===== src/rtl/audio_sched_pkg.sv =====
// Shared types and helpers for the audio sample scheduler and its FIFO.
package audio_sched_pkg;

  // Scheduler modes: FILL waits for the FIFO to half-fill, RUN streams samples.
  typedef enum logic {
    FILL = 1'b0,
    RUN  = 1'b1
  } sched_state_t;

  // Channel width for the packed stereo type. Blocks whose sample width differs
  // from this default carry stereo pairs as flat {left, right} vectors.
  localparam int SAMPLE_WIDTH = 16;

  typedef struct packed {
    logic [SAMPLE_WIDTH-1:0] left;
    logic [SAMPLE_WIDTH-1:0] right;
  } stereo_sample_t;

  // The accumulator needs one spare bit so that acc + increment cannot wrap
  // before it is compared against the modulus.
  function automatic int acc_width(input int modulus);
    return $clog2(modulus) + 1;
  endfunction

endpackage


===== src/rtl/sample_fifo.sv =====
// Synchronous FIFO with push/pop, full/empty flags and an occupancy count.
// DEPTH must be a power of two (at least 2) so that the pointers wrap naturally.
module sample_fifo #(
  parameter int DATA_WIDTH = 32,
  parameter int DEPTH      = 4
) (
  input  logic                       clk_i,
  input  logic                       reset_i,
  input  logic                       push_i,
  input  logic [DATA_WIDTH-1:0]      data_i,
  input  logic                       pop_i,
  output logic [DATA_WIDTH-1:0]      data_o,
  output logic                       full_o,
  output logic                       empty_o,
  output logic [$clog2(DEPTH):0]     level_o
);

  localparam int PTR_W = $clog2(DEPTH);
  localparam int LVL_W = PTR_W + 1;

  logic [DATA_WIDTH-1:0] mem_q [DEPTH];
  logic [PTR_W-1:0]      wr_ptr_q, wr_ptr_d;
  logic [PTR_W-1:0]      rd_ptr_q, rd_ptr_d;
  logic [LVL_W-1:0]      level_q, level_d;
  logic                  do_push;
  logic                  do_pop;

  assign full_o  = (level_q == LVL_W'(DEPTH));
  assign empty_o = (level_q == '0);
  assign level_o = level_q;
  assign data_o  = mem_q[rd_ptr_q];

  // A full FIFO refuses a push even when a pop happens in the same cycle.
  always_comb begin
    do_push  = push_i && !full_o;
    do_pop   = pop_i && !empty_o;
    wr_ptr_d = wr_ptr_q;
    rd_ptr_d = rd_ptr_q;
    level_d  = level_q;
    if (do_push) wr_ptr_d = wr_ptr_q + PTR_W'(1);
    if (do_pop)  rd_ptr_d = rd_ptr_q + PTR_W'(1);
    case ({do_push, do_pop})
      2'b10:   level_d = level_q + LVL_W'(1);
      2'b01:   level_d = level_q - LVL_W'(1);
      default: level_d = level_q;
    endcase
  end

  // Pointer and occupancy registers; reset empties the FIFO.
  always_ff @(posedge clk_i) begin
    if (reset_i) begin
      wr_ptr_q <= '0;
      rd_ptr_q <= '0;
      level_q  <= '0;
    end else begin
      wr_ptr_q <= wr_ptr_d;
      rd_ptr_q <= rd_ptr_d;
      level_q  <= level_d;
    end
  end

  // Storage array is not reset; stale contents are unreachable once the pointers clear.
  always_ff @(posedge clk_i) begin
    if (do_push) mem_q[wr_ptr_q] <= data_i;
  end

endmodule


===== src/rtl/audio_sample_scheduler.sv =====
// Audio sample scheduler: fractional phase accumulator producing a one-cycle
// sample strobe in the pixel clock domain, fed from a small stereo FIFO.
// Optional build macro AUDIO_SCHED_HOLD_LAST_EN: underrun and post-underrun
// FILL ticks repeat the last emitted sample instead of emitting silence.
module audio_sample_scheduler
  import audio_sched_pkg::*;
#(
  parameter int PIXEL_CLOCK_HZ  = 25200000,
  parameter int AUDIO_RATE      = 48000,
  parameter int AUDIO_BIT_WIDTH = 16,
  parameter int FIFO_DEPTH      = 4
) (
  input  logic                          clk_pixel_i,
  input  logic                          reset_i,
  input  logic                          src_valid_i,
  input  logic [AUDIO_BIT_WIDTH-1:0]    src_left_i,
  input  logic [AUDIO_BIT_WIDTH-1:0]    src_right_i,
  output logic                          src_ready_o,
  output logic                          sample_strobe_o,
  output logic [AUDIO_BIT_WIDTH-1:0]    sample_left_o,
  output logic [AUDIO_BIT_WIDTH-1:0]    sample_right_o,
  output logic [$clog2(FIFO_DEPTH):0]   fifo_level_o,
  output logic                          underrun_o
);

  localparam int ACC_W  = acc_width(PIXEL_CLOCK_HZ);
  localparam int LVL_W  = $clog2(FIFO_DEPTH) + 1;
  localparam int PAIR_W = 2 * AUDIO_BIT_WIDTH;

  localparam logic [ACC_W-1:0] ACC_MOD       = ACC_W'(PIXEL_CLOCK_HZ);
  localparam logic [ACC_W-1:0] ACC_INC       = ACC_W'(AUDIO_RATE);
  localparam logic [LVL_W-1:0] PREFILL_LEVEL = LVL_W'(FIFO_DEPTH / 2);

  logic [ACC_W-1:0]  acc_q, acc_d, acc_sum;
  logic              tick;
  sched_state_t      state_q, state_d;
  logic              strobe_q;
  logic [PAIR_W-1:0] sample_q, sample_d;
  logic [PAIR_W-1:0] idle_sample;
  logic              underrun_q, underrun_set;
  logic              fifo_pop;
  logic              fifo_full;
  logic              fifo_empty;
  logic [LVL_W-1:0]  fifo_level;
  logic [PAIR_W-1:0] fifo_head;

  sample_fifo #(
    .DATA_WIDTH (PAIR_W),
    .DEPTH      (FIFO_DEPTH)
  ) u_fifo (
    .clk_i   (clk_pixel_i),
    .reset_i (reset_i),
    .push_i  (src_valid_i && !fifo_full),
    .data_i  ({src_left_i, src_right_i}),
    .pop_i   (fifo_pop),
    .data_o  (fifo_head),
    .full_o  (fifo_full),
    .empty_o (fifo_empty),
    .level_o (fifo_level)
  );

`ifdef AUDIO_SCHED_HOLD_LAST_EN
  // The output register is still zero until the first RUN pop, so holding it
  // gives silence before any real data and the last sample afterwards.
  assign idle_sample = sample_q;
`else
  assign idle_sample = '0;
`endif

  assign src_ready_o     = !fifo_full;
  assign sample_strobe_o = strobe_q;
  assign sample_left_o   = sample_q[PAIR_W-1:AUDIO_BIT_WIDTH];
  assign sample_right_o  = sample_q[AUDIO_BIT_WIDTH-1:0];
  assign fifo_level_o    = fifo_level;
  assign underrun_o      = underrun_q;

  // Phase accumulator: wraps modulo the pixel clock, so ticks never drift.
  always_comb begin
    acc_sum = acc_q + ACC_INC;
    acc_d   = acc_sum;
    tick    = 1'b0;
    if (acc_sum >= ACC_MOD) begin
      tick  = 1'b1;
      acc_d = acc_sum - ACC_MOD;
    end
  end

  // Scheduler state register.
  always_ff @(posedge clk_pixel_i) begin
    if (reset_i) state_q <= FILL;
    else         state_q <= state_d;
  end

  // Enter RUN once half full (checked every cycle); fall back to FILL on an empty tick.
  always_comb begin
    state_d = state_q;
    case (state_q)
      FILL:    if (fifo_level >= PREFILL_LEVEL) state_d = RUN;
      RUN:     if (tick && fifo_empty) state_d = FILL;
      default: state_d = FILL;
    endcase
  end

  // Per-tick output selection: pop in RUN, otherwise emit the idle sample.
  always_comb begin
    fifo_pop     = 1'b0;
    underrun_set = 1'b0;
    sample_d     = sample_q;
    if (tick) begin
      case (state_q)
        RUN: begin
          if (!fifo_empty) begin
            fifo_pop = 1'b1;
            sample_d = fifo_head;
          end else begin
            underrun_set = 1'b1;
            sample_d     = idle_sample;
          end
        end
        default: sample_d = idle_sample;
      endcase
    end
  end

  // Registered accumulator, strobe, sample pair and sticky underrun flag.
  always_ff @(posedge clk_pixel_i) begin
    if (reset_i) begin
      acc_q      <= '0;
      strobe_q   <= 1'b0;
      sample_q   <= '0;
      underrun_q <= 1'b0;
    end else begin
      acc_q      <= acc_d;
      strobe_q   <= tick;
      sample_q   <= sample_d;
      underrun_q <= underrun_q | underrun_set;
    end
  end

endmodule


===== config.mk =====
export PLATFORM = sky130hd
export DESIGN_NAME = audio_sample_scheduler
export DESIGN_NICKNAME = d
export VERILOG_FILES = /design/src/rtl/audio_sched_pkg.sv /design/src/rtl/sample_fifo.sv /design/src/rtl/audio_sample_scheduler.sv
export SDC_FILE = /design/constraint.sdc
export NUM_CORES = 1
export LEC_CHECK = 0
export CORE_ASPECT_RATIO = 1.5
export CORE_MARGIN = 5
export CORE_UTILIZATION = 30
export CTS_BUF_LIST = sky130_fd_sc_hd__clkbuf_4 sky130_fd_sc_hd__clkbuf_8
export DETAILED_ROUTE_END_ITERATION = 10
export DONT_BUFFER_PORTS = 1
export SLEW_MARGIN = 20
export SYNTH_ARGS = -nofsm -noshare
export SYNTH_HDL_FRONTEND = slang
export SYNTH_SLANG_ARGS = --single-unit

===== constraint.sdc =====
create_clock -name clk_pixel_i -period 4.9 [get_ports clk_pixel_i]
set_input_delay 0.735 -clock clk_pixel_i [delete_from_list [all_inputs] [get_ports clk_pixel_i]]
set_output_delay 0.735 -clock clk_pixel_i [all_outputs]
set_load 0.01 [all_outputs]

==> results.sh, run 1 <==
export IMPL_status="finished, final reports clean"
export IMPL_die_h_um=208
export IMPL_synth_edf_count=128
export IMPL_slew_viol_final=0
export IMPL_io_pin_count=73
export IMPL_grt_pass1_wl_um=25600
export IMPL_cts_hold_buffers=0
export IMPL_dr_first_iter_drc_count=246
export IMPL_endpoint_kind="flip-flop"
export IMPL_critPathMaxStageDelay_ns=0.50
export IMPL_synth_seq_cells=191
export IMPL_cts_tree="yes"
export IMPL_synth_cells=516
export IMPL_fin_area_um2=8540
export IMPL_routedWlPerCell_um=19.1
export IMPL_worst_pin_slew_ns=0.976
export IMPL_dp_hpwl_um=10300
export IMPL_cts_sinks=191
export IMPL_die_width_um=142
export IMPL_drc=0
export IMPL_dieArea_um2=29500
export IMPL_diodes=0
export IMPL_ys_warnings_count=0
export IMPL_post_cts_buffers=0
export IMPL_drv_cap=0
export IMPL_path_max_fanout=8
export IMPL_synth_top_flop_cell="edfxtp_1"
export IMPL_grt_setup_unrepaired="no"
export IMPL_slowest_stage="dfxtp_1"
export IMPL_cp_data_required_time_ns=5.31
export IMPL_finalSetupTns_ns=0
export IMPL_area_growth_pct=9.14
export IMPL_firstDrtPassIters=5
export IMPL_clkTransAtPathRegs_ns=0.12
export IMPL_first_global_vias=4497
export IMPL_syn_nets=559
export IMPL_h_tree_depth=4
export IMPL_drive_gt1_share_pct=19.0
export IMPL_crit_buf_inv=2
export IMPL_place_area_um2=8140
export IMPL_min_period_ns=4.07
export IMPL_grtUsageTotal_pct=11.4
export IMPL_synth_area_um2=7830
export IMPL_ant_nets=0
export IMPL_num_nets_final=556
export IMPL_core_area_um2=25800
export IMPL_hold_viol_final=0
export IMPL_avgSynthCellArea_um2=15.2
export IMPL_layout_common_cells="edfxtp_1, dfxtp_1, nor2_1, mux4_2, a22o_1"
export IMPL_synth_seq_area_share_pct=65.2
export IMPL_drt_wl_total_um=16400
export IMPL_cp_top_family="simple AND/OR/NAND/NOR gates"
export IMPL_start_util_pct=30.4
export IMPL_power_density_nw_per_um2=396
export IMPL_rows=72
export IMPL_via_count=4305
export IMPL_fin_util_pct=33.2
export IMPL_max_freq_ghz=0.246
export IMPL_finalClockSkew_ns=0.0244
export IMPL_cts_root_buf="clkbuf_8"
export IMPL_period_share_pct=83.0
export IMPL_async_reset_ff_share_pct=0
export IMPL_synth_cell_types=64
export IMPL_relSlewSlack_pct=34.9
export IMPL_cts_buffers=17
export IMPL_final_common_cell="edfxtp_1"
export IMPL_grt_ovfl_total=0
export IMPL_ctsResizeCount=0
export IMPL_path_class="reg -> reg"
export IMPL_irDropWorstVdd_v=0.000161
export IMPL_crit_chain="inv_1, ha_1, nor2b_4, or3_1, a21oi_2, o21ai_1, o311ai_4, o31ai_4, nor3b_2, ha_1, inv_1, fa_1, xor2_1, or3_1, a21oi_1"
export IMPL_p_leak_nw=2.71
export IMPL_grt_max_degree=34
export IMPL_gp_congestion=0.882
export IMPL_viasPerCell=5.01
export IMPL_arrival_ns=4.48
export IMPL_antenna_found_initial=0
export IMPL_cts_buffer_depth=2
export IMPL_start_kind="flip-flop"
export IMPL_hp_class="in -> reg"
export IMPL_finalSetupViolCount=0
export IMPL_clk_latency_ns=0.48
export IMPL_io_buffers=0
==> through the flow <==
step / cells / worst slack [ns] / hold WS, ns / power (mW)
2_1_floorplan: 516 / 1.29 / 0.469 / 2.28
3_3_place_gp: 827 / 1.11 / 0.473 / 2.35
3_5_place_dp: 827 / 0.913 / 0.499 / 2.37
4_1_cts: 859 / 0.854 / 0.253 / 3.42
5_1_grt: 859 / 0.574 / 0.256 / 3.54
6_report: 859 / 0.831 / 0.308 / 3.38
==> state kept, by name (all words and copies together) (netlist names), named ones only <==
register         flops
u_fifo.mem_q       128
sample_q            32
acc_q               19
u_fifo.level_o       3
u_fifo.rd_ptr_q      2
u_fifo.wr_ptr_q      2
sample_strobe_o      1
state_q              1
underrun_o           1
==> per-layer routing <==
layer,up-vias,track usage (%),part of all wire (%)
met1,2183,11.8,37
met3,24,4.33,7.3
li1,1972,-,-
met4,0,4.57,2.2
met2,126,20.3,54
met5,-,0,0
==> worst register-to-register path, stage by stage (launching register included) <==
cell and delay, ns:
dfxtp_1 0.50, inv_1 0.14, ha_1 0.31, nor2b_4 0.18
or3_1 0.39, a21oi_2 0.20, o21ai_1 0.12, o311ai_4 0.43
o31ai_4 0.14, nor3b_2 0.28, ha_1 0.24, inv_1 0.06
fa_1 0.38, xor2_1 0.16, or3_1 0.31, a21oi_1 0.16
==> cells by family after synthesis <==
group           synth area share [%]
fa+ha+maj                       1.37
flops                           65.2
mux                             9.62
xor+xnor                        3.58
compound gates                  9.85
buf+inv                         2.54
simple gates                    7.82
==> where the power goes <==
group,switching [mW],total (mW),internal [mW]
combinational,0.278,0.463,0.186
sequential,0.0717,1.87,1.80
clock,0.612,1.04,0.432
total,0.961,3.38,2.42
==> layout make-up <==
| type | instances | area, µm² |
|---|---|---|
| Clock inverter | 15 | 169 |
| Tap cell | 333 | 417 |
| Clock buffer | 17 | 234 |
| Multi-Input combinational cell | 288 | 2540 |
| Fill cell | 2525 | 17200 |
| Inverter | 10 | 37.5 |
| Sequential cell | 191 | 5110 |
| Timing Repair Buffer | 5 | 37.5 |
==> final timing paths <==
check                                                startpoint                              end  slack (ns)  cells past startpoint
worst min register to register  u_fifo.wr_ptr_q[1]$_SDFFE_PP0P_  u_fifo.wr_ptr_q[1]$_SDFFE_PP0P_        0.51                      2
worst max register to register            acc_q[7]$_SDFFE_PP0P_   u_fifo.level_o[2]$_SDFFE_PP0P_        0.83                     15
worst max-delay path                      acc_q[7]$_SDFFE_PP0P_   u_fifo.level_o[2]$_SDFFE_PP0P_        0.83                     15
worst min-delay path                                    reset_i       sample_strobe_o$_SDFF_PP0_        0.31                      1
==> Yosys cell counts (2+ instances only) <==
master / number / area share, %
buf_6: 6 / 0.86
mux4_2: 32 / 9.2
o32ai_1: 2 / 0.22
nor3_1: 11 / 0.70
nand3_1: 6 / 0.38
nand2b_1: 3 / 0.24
o21ai_0: 11 / 0.70
nor2_2: 2 / 0.16
dfxtp_1: 63 / 16
or2_2: 5 / 0.40
nor2b_1: 5 / 0.40
a21oi_2: 2 / 0.22
edfxtp_1: 128 / 49
a211oi_1: 3 / 0.29
a21boi_0: 2 / 0.19
nand2_1: 20 / 0.96
nor4_1: 3 / 0.24
inv_1: 10 / 0.48
buf_2: 9 / 0.58
a22o_1: 32 / 3.6
or4_1: 2 / 0.19
ha_1: 7 / 1.1
nor2_1: 41 / 2.0
o211ai_1: 3 / 0.29
a21oi_1: 13 / 0.83
a211o_1: 3 / 0.34
mux2_2: 2 / 0.29
o31ai_1: 2 / 0.19
or3_1: 3 / 0.24
and3_1: 6 / 0.48
o31a_1: 2 / 0.22
nor3b_1: 2 / 0.19
clkbuf_1: 11 / 0.53
a31oi_1: 3 / 0.24
xor2_1: 11 / 1.2
and2_1: 2 / 0.16
xnor2_1: 21 / 2.3
No activity file was read; power rests on OpenSTA's default activity.
==> run 2, diff against run 1 <==
clock period = 3.3 ns   (was 4.9 ns; I/O delays follow)
==> run 2 against run 1 <==
Global-route usage rose by 0.62 points. Core utilization rose by 1.3 points. Hold slack got worse by 0.25 ns. Maximum frequency rose by 26%. Final area rose by 4.0%. Clock-buffer cell count rose by 2. First-iteration DRC count fell by 25%. Combinational power rose by 99%. Die area did not move. Cell count rose by 3.7%. Critical path type unchanged. Critical endpoint unchanged. Highest routed layer unchanged.
==> results.sh, run 2 (synthesis gave the netlist of run 1 again) <==
export IMPL_status="finished, final reports clean"
export IMPL_p_total_mw=5.19
export IMPL_crit_chain="inv_2, ha_4, nor2b_4, or3_4, a21oi_2, o21ai_2, o311ai_4, o31ai_4, nor3b_2, ha_2, inv_2, fa_2, xor2_1, or3_1, a21oi_2"
export IMPL_slew_viol_final=0
export IMPL_gp_congestion=0.884
export IMPL_cp_top_family="simple AND/OR/NAND/NOR gates"
export IMPL_cts_buffer_depth=2
export IMPL_cts_sinks=191
export IMPL_die_h_um=208
export IMPL_ant_nets=0
export IMPL_endpoint_kind="flip-flop"
export IMPL_core_area_um2=25800
export IMPL_start_util_pct=30.4
export IMPL_grtUsageTotal_pct=12.0
export IMPL_p_clk_share_pct=28.9
export IMPL_grt_setup_unrepaired="yes"
export IMPL_drt_wl_total_um=17200
export IMPL_fin_ws_ns=0.0596
export IMPL_drv_cap=0
export IMPL_drc=0
export IMPL_layout_common_cells="edfxtp_1, dfxtp_1, nor2_1, buf_4"
export IMPL_fin_area_um2=8890
export IMPL_cp_startpoint="acc_q[8]$_SDFF_PP0_"
export IMPL_clk_latency_ns=0.48
export IMPL_slowest_stage="dfxtp_4"
export IMPL_place_area_um2=8350
export IMPL_cts_root_buf="clkbuf_8"
export IMPL_max_freq_ghz=0.309
export IMPL_dr_first_iter_drc_count=185
export IMPL_viasPerCell=4.96
export IMPL_path_class="reg -> reg"
export IMPL_grt_max_degree=35
export IMPL_p_leak_nw=2.89
export IMPL_p_switching_mw=1.44
export IMPL_power_density_nw_per_um2=583
export IMPL_grt_pass1_wl_um=26900
export IMPL_firstDrtPassIters=4
export IMPL_clkTransAtPathRegs_ns=0.11
export IMPL_min_period_ns=3.24
export IMPL_hold_viol_final=0
export IMPL_io_buffers=0
export IMPL_rows=72
export IMPL_dp_hpwl_um=11100
export IMPL_reg_top3="u_fifo.mem_q (128), sample_q (32), acc_q (19)"
export IMPL_cp_data_required_time_ns=3.71
export IMPL_cts_tree="yes"
export IMPL_final_common_cell="edfxtp_1"
export IMPL_drive_gt1_share_pct=26.9
export IMPL_path_max_fanout=7
export IMPL_min_delay_start="reset_i"
export IMPL_die_width_um=142
export IMPL_arrival_ns=3.65
export IMPL_routedWlPerCell_um=19.3
export IMPL_crit_buf_inv=2
export IMPL_rr_startpoint="acc_q[8]$_SDFF_PP0_"
export IMPL_critPathMaxStageDelay_ns=0.40
export IMPL_p_seq_share_pct=53.3
export IMPL_h_tree_depth=4
export IMPL_pre_cts_slack_ns=-0.0343
export IMPL_cts_hold_buffers=0
export IMPL_io_pin_count=73
export IMPL_nFillCells=2506
export IMPL_hp_class="in -> reg"
export IMPL_grt_ovfl_total=0
export IMPL_period_share_pct=98.2
export IMPL_top_register="u_fifo.mem_q"
export IMPL_first_global_vias=4692
export IMPL_start_kind="flip-flop"
export IMPL_diodes=0
export IMPL_worst_pin_slew_ns=0.986
export IMPL_relSlewSlack_pct=34.3
export IMPL_dieArea_um2=29500
export IMPL_power_frac_comb_pct=17.8
export IMPL_via_count=4422
export IMPL_num_nets_final=588
export IMPL_finalClockSkew_ns=0.0182
export IMPL_area_growth_pct=13.6
export IMPL_intPower_mw=3.75
export IMPL_swShare_pct=27.7
export IMPL_finalSetupViolCount=0
export IMPL_antenna_found_initial=0
export IMPL_largest_reg_flops=128
export IMPL_finalSetupTns_ns=0
export IMPL_irDropWorstVdd_v=0.000289
export IMPL_cts_buffers=17
==> run 2: final timing paths <==
path	slack (ns)	to	cells past startpoint
worst max-delay path	0.06	u_fifo.level_o[2]$_SDFFE_PP0P_	15
worst min-delay path	0.06	acc_q[9]$_SDFF_PP0_	1
worst max register to register	0.06	u_fifo.level_o[2]$_SDFFE_PP0P_	15
worst min register to register	0.49	u_fifo.wr_ptr_q[1]$_SDFFE_PP0P_	2
==> run 2: worst register-to-register path: stages (launching register included) <==
cell	delay, ns
dfxtp_4	0.40
inv_2	0.06
ha_4	0.16
nor2b_4	0.14
or3_4	0.33
a21oi_2	0.21
o21ai_2	0.09
o311ai_4	0.29
o31ai_4	0.09
nor3b_2	0.22
ha_2	0.23
inv_2	0.04
fa_2	0.33
xor2_1	0.15
or3_1	0.32
a21oi_2	0.12
==> run 2: through the flow <==
stage               cells  hold slack (ns)  utilization (%)
global placement      849            0.470             32.4
floorplan             516            0.469                -
CTS                   887           0.0206             34.2
global route          891           0.0182             34.5
detailed placement    849            0.488             32.4
finish                891           0.0633             34.5
==> run 2: layout make-up <==
class / instances / area (µm²) / area share, %
clock buffer: 19 / 255 / 2.87
multi-input combinational: 289 / 2630 / 29.6
inverter: 10 / 40.0 / 0.450
sequential: 191 / 5120 / 57.6
tap: 333 / 417 / 4.69
timing repair buffer: 36 / 299 / 3.36
clock inverter: 13 / 131 / 1.48
==> run 2: power groups by stage <==
stage / Clock (mW) / Sequential [mW] / Combinational, mW
global placement: 0 / 2.81 / 0.823
global route: 1.65 / 2.78 / 1.00
floorplan: 0 / 2.77 / 0.616
finish: 1.50 / 2.77 / 0.922
CTS: 1.56 / 2.77 / 0.894
detailed placement: 0 / 2.82 / 0.847
==> run 2: per-layer routing <==
metal  GRT usage (%)  vias up  part of all wire, %
met5               0        -                    0
met4            4.40        0                  1.9
met3            4.31       23                  6.3
met2            22.0       97                   55
met1            12.3     2267                   37
li1                -     2035                    -
==> run 2: timing repair <==
action,in CTS,in global routing
resized for setup,8,9
cloned,1,0
setup buffers,5,4
pin swaps,8,11
setup endpoints to repair,33,4
==> run 3, diff against run 2 <==
SETUP_SLACK_MARGIN = 0.15   (was unset)
==> run 3 against run 2 <==
Power is 0.15% higher. Clock power barely moved. Register-to-register slack about the same. Critical path type unchanged. Critical endpoint unchanged. Highest routed layer unchanged.
==> results.sh, run 3 (synthesis gave the netlist of run 1 again) <==
export IMPL_via_count=4427
export IMPL_dr_first_iter_drc_count=215
export IMPL_fin_area_um2=8970
export IMPL_power_density_nw_per_um2=579
export IMPL_fin_ws_ns=0.0676
export IMPL_final_common_cell="edfxtp_1"
export IMPL_drive_gt1_share_pct=27.9
export IMPL_num_nets_final=592
export IMPL_io_buffers=0
export IMPL_min_delay_start="reset_i"
export IMPL_die_width_um=142
export IMPL_arrival_ns=3.64
export IMPL_clk_latency_ns=0.47
export IMPL_clkTransAtPathRegs_ns=0.11
export IMPL_irDropWorstVdd_v=0.000289
export IMPL_busiest_layer="met2"
export IMPL_gr_usage_met2_pct=22.1
export IMPL_regArea_um2=5120
export IMPL_gp_congestion=0.884
export IMPL_path_class="reg -> reg"
export IMPL_finalClockSkew_ns=0.0177
export IMPL_grt_ovfl_total=0
export IMPL_start_kind="flip-flop"
export IMPL_grt_max_degree=35
export IMPL_cts_sinks=191
export IMPL_hold_viol_final=0
export IMPL_area_growth_pct=14.6
export IMPL_met1_usage_pct=12.3
export IMPL_critPathMostFrequentCell="a21oi_2"
export IMPL_critPathMaxStageDelay_ns=0.41
export IMPL_finalSetupViolCount=0
export IMPL_period_share_pct=98.0
export IMPL_min_period_ns=3.23
export IMPL_nFillCells=2497
export IMPL_p_leak_nw=2.93
export IMPL_cp_data_required_time_ns=3.71
export IMPL_hp_class="in -> reg"
export IMPL_cts_tree="yes"
export IMPL_ant_nets=0
export IMPL_path_max_fanout=6
export IMPL_layoutNonFillerInstCount=895
export IMPL_crit_chain="inv_4, ha_4, nor2b_4, or3_4, a21oi_2, o21ai_2, o311ai_4, o31ai_4, nor3b_2, ha_2, inv_2, fa_2, xor2_1, or3_1, a21oi_2"
export IMPL_start_util_pct=30.4
export IMPL_multiInputGateArea_um2=2640
export IMPL_worst_pin_slew_ns=0.974
export IMPL_reg_top3="u_fifo.mem_q (128), sample_q (32), acc_q (19)"
export IMPL_cts_root_buf="clkbuf_8"
export IMPL_endpoint_kind="flip-flop"
export IMPL_grtUsageTotal_pct=12.0
export IMPL_io_pin_count=73
export IMPL_dp_cells=849
export IMPL_max_freq_ghz=0.309
export IMPL_cts_buffers=17
export IMPL_top_register="u_fifo.mem_q"
export IMPL_rr_startpoint="acc_q[7]$_SDFFE_PP0P_"
export IMPL_antenna_found_initial=0
export IMPL_die_h_um=208
export IMPL_cts_hold_buffers=0
export IMPL_crit_buf_inv=2
export IMPL_hold_end="acc_q[9]$_SDFF_PP0_"
export IMPL_fin_util_pct=34.8
export IMPL_h_tree_depth=4
export IMPL_cts_buffer_depth=2
export IMPL_layout_common_cells="edfxtp_1, dfxtp_1, nor2_1, buf_4"
export IMPL_ff2ff_path_depth=15
export IMPL_core_area_um2=25800
export IMPL_slew_viol_final=0
export IMPL_grt_setup_unrepaired="yes"
export IMPL_drc=0
export IMPL_largest_reg_flops=128
export IMPL_grt_pass1_wl_um=27000
export IMPL_routedWlPerCell_um=19.5
export IMPL_r2r_end="u_fifo.level_o[2]$_SDFFE_PP0P_"
export IMPL_viasPerCell=4.95
export IMPL_rows=72
export IMPL_dp_hpwl_um=11100
export IMPL_cp_top_family="simple AND/OR/NAND/NOR gates"
export IMPL_relSlewSlack_pct=35.1
export IMPL_diodes=0
export IMPL_drt_wl_total_um=17400
export IMPL_slowest_stage="dfxtp_4"
export IMPL_p_total_mw=5.19
export IMPL_rrSetupSlack_ns=0.07
export IMPL_place_area_um2=8350
export IMPL_drv_cap=0
export IMPL_status="finished, final reports clean"
export IMPL_pre_cts_slack_ns=-0.0343
export IMPL_hold_depth=1
export IMPL_firstDrtPassIters=4
export IMPL_first_global_vias=4692
export IMPL_grt_use_met3_pct=4.36
export IMPL_dieArea_um2=29500
[run 3: cell types whose count changed in the layout (fill, tap and decap cells not counted), sizes merged]
cell	change
buf	+3
clkbuf	+1
[run 3: power breakdown]
group          switching, mW  leakage (nW)  internal (mW)
Combinational          0.499          1.04          0.433
Clock                  0.852         0.193          0.644
Sequential            0.0899          1.69           2.68
Total                   1.44          2.93           3.75
[run 3: worst register-to-register path, cell delays in order (launching register included)]
cell,delay [ns]
dfxtp_4,0.41
inv_4,0.05
ha_4,0.16
nor2b_4,0.13
or3_4,0.33
a21oi_2,0.21
o21ai_2,0.09
o311ai_4,0.29
o31ai_4,0.09
nor3b_2,0.22
ha_2,0.23
inv_2,0.04
fa_2,0.33
xor2_1,0.15
or3_1,0.32
a21oi_2,0.12
[run 3: area by class of cell]
cell class,count,area share (%)
clock buffer,19,2.85
clock inverter,13,1.46
inverter,10,0.446
multi-input combinational,289,29.5
sequential,191,57.0
tap,333,4.64
timing repair buffer,40,4.10
[run 3: timing repair]
action	4_1_cts	5_1_grt
setup buffers	7	5
gates cloned	1	1
pin swaps	10	12
endpoints found under the setup margin	36	39
resized for setup	10	10
[run 3: stage by stage]
stage                     hold WS, ns  setup TNS [ns]
after floorplan                 0.469         -0.0171
after CTS                      0.0206               0
after global routing           0.0180          -0.175
final                          0.0670               0
after global placement          0.470               0
after detailed placement        0.488          -0.359
[run 3: how the worst max path moves through the flow]
| stage | depth (start not counted) | to | slack [ns] | start |
|---|---|---|---|---|
| after floorplan | 15 | u_fifo.level_o[2]$_SDFFE_PP0P_ | -0.02 | acc_q[7]$_SDFFE_PP0P_ |
| after global placement | 15 | u_fifo.level_o[2]$_SDFFE_PP0P_ | 0.05 | acc_q[7]$_SDFFE_PP0P_ |
| after detailed placement | 15 | u_fifo.level_o[2]$_SDFFE_PP0P_ | -0.03 | acc_q[7]$_SDFFE_PP0P_ |
| after CTS | 15 | u_fifo.level_o[2]$_SDFFE_PP0P_ | 0.06 | acc_q[7]$_SDFFE_PP0P_ |
| after global routing | 15 | u_fifo.level_o[2]$_SDFFE_PP0P_ | -0.1 | acc_q[7]$_SDFFE_PP0P_ |
| final | 15 | u_fifo.level_o[2]$_SDFFE_PP0P_ | 0.07 | acc_q[7]$_SDFFE_PP0P_ |
[run 3: routing by layer]
metal	wire length [µm]	vias to the layer above
met1	6360	2255
met5	0	-
li1	-	2047
met3	1080	29
met2	9590	96
met4	382	0
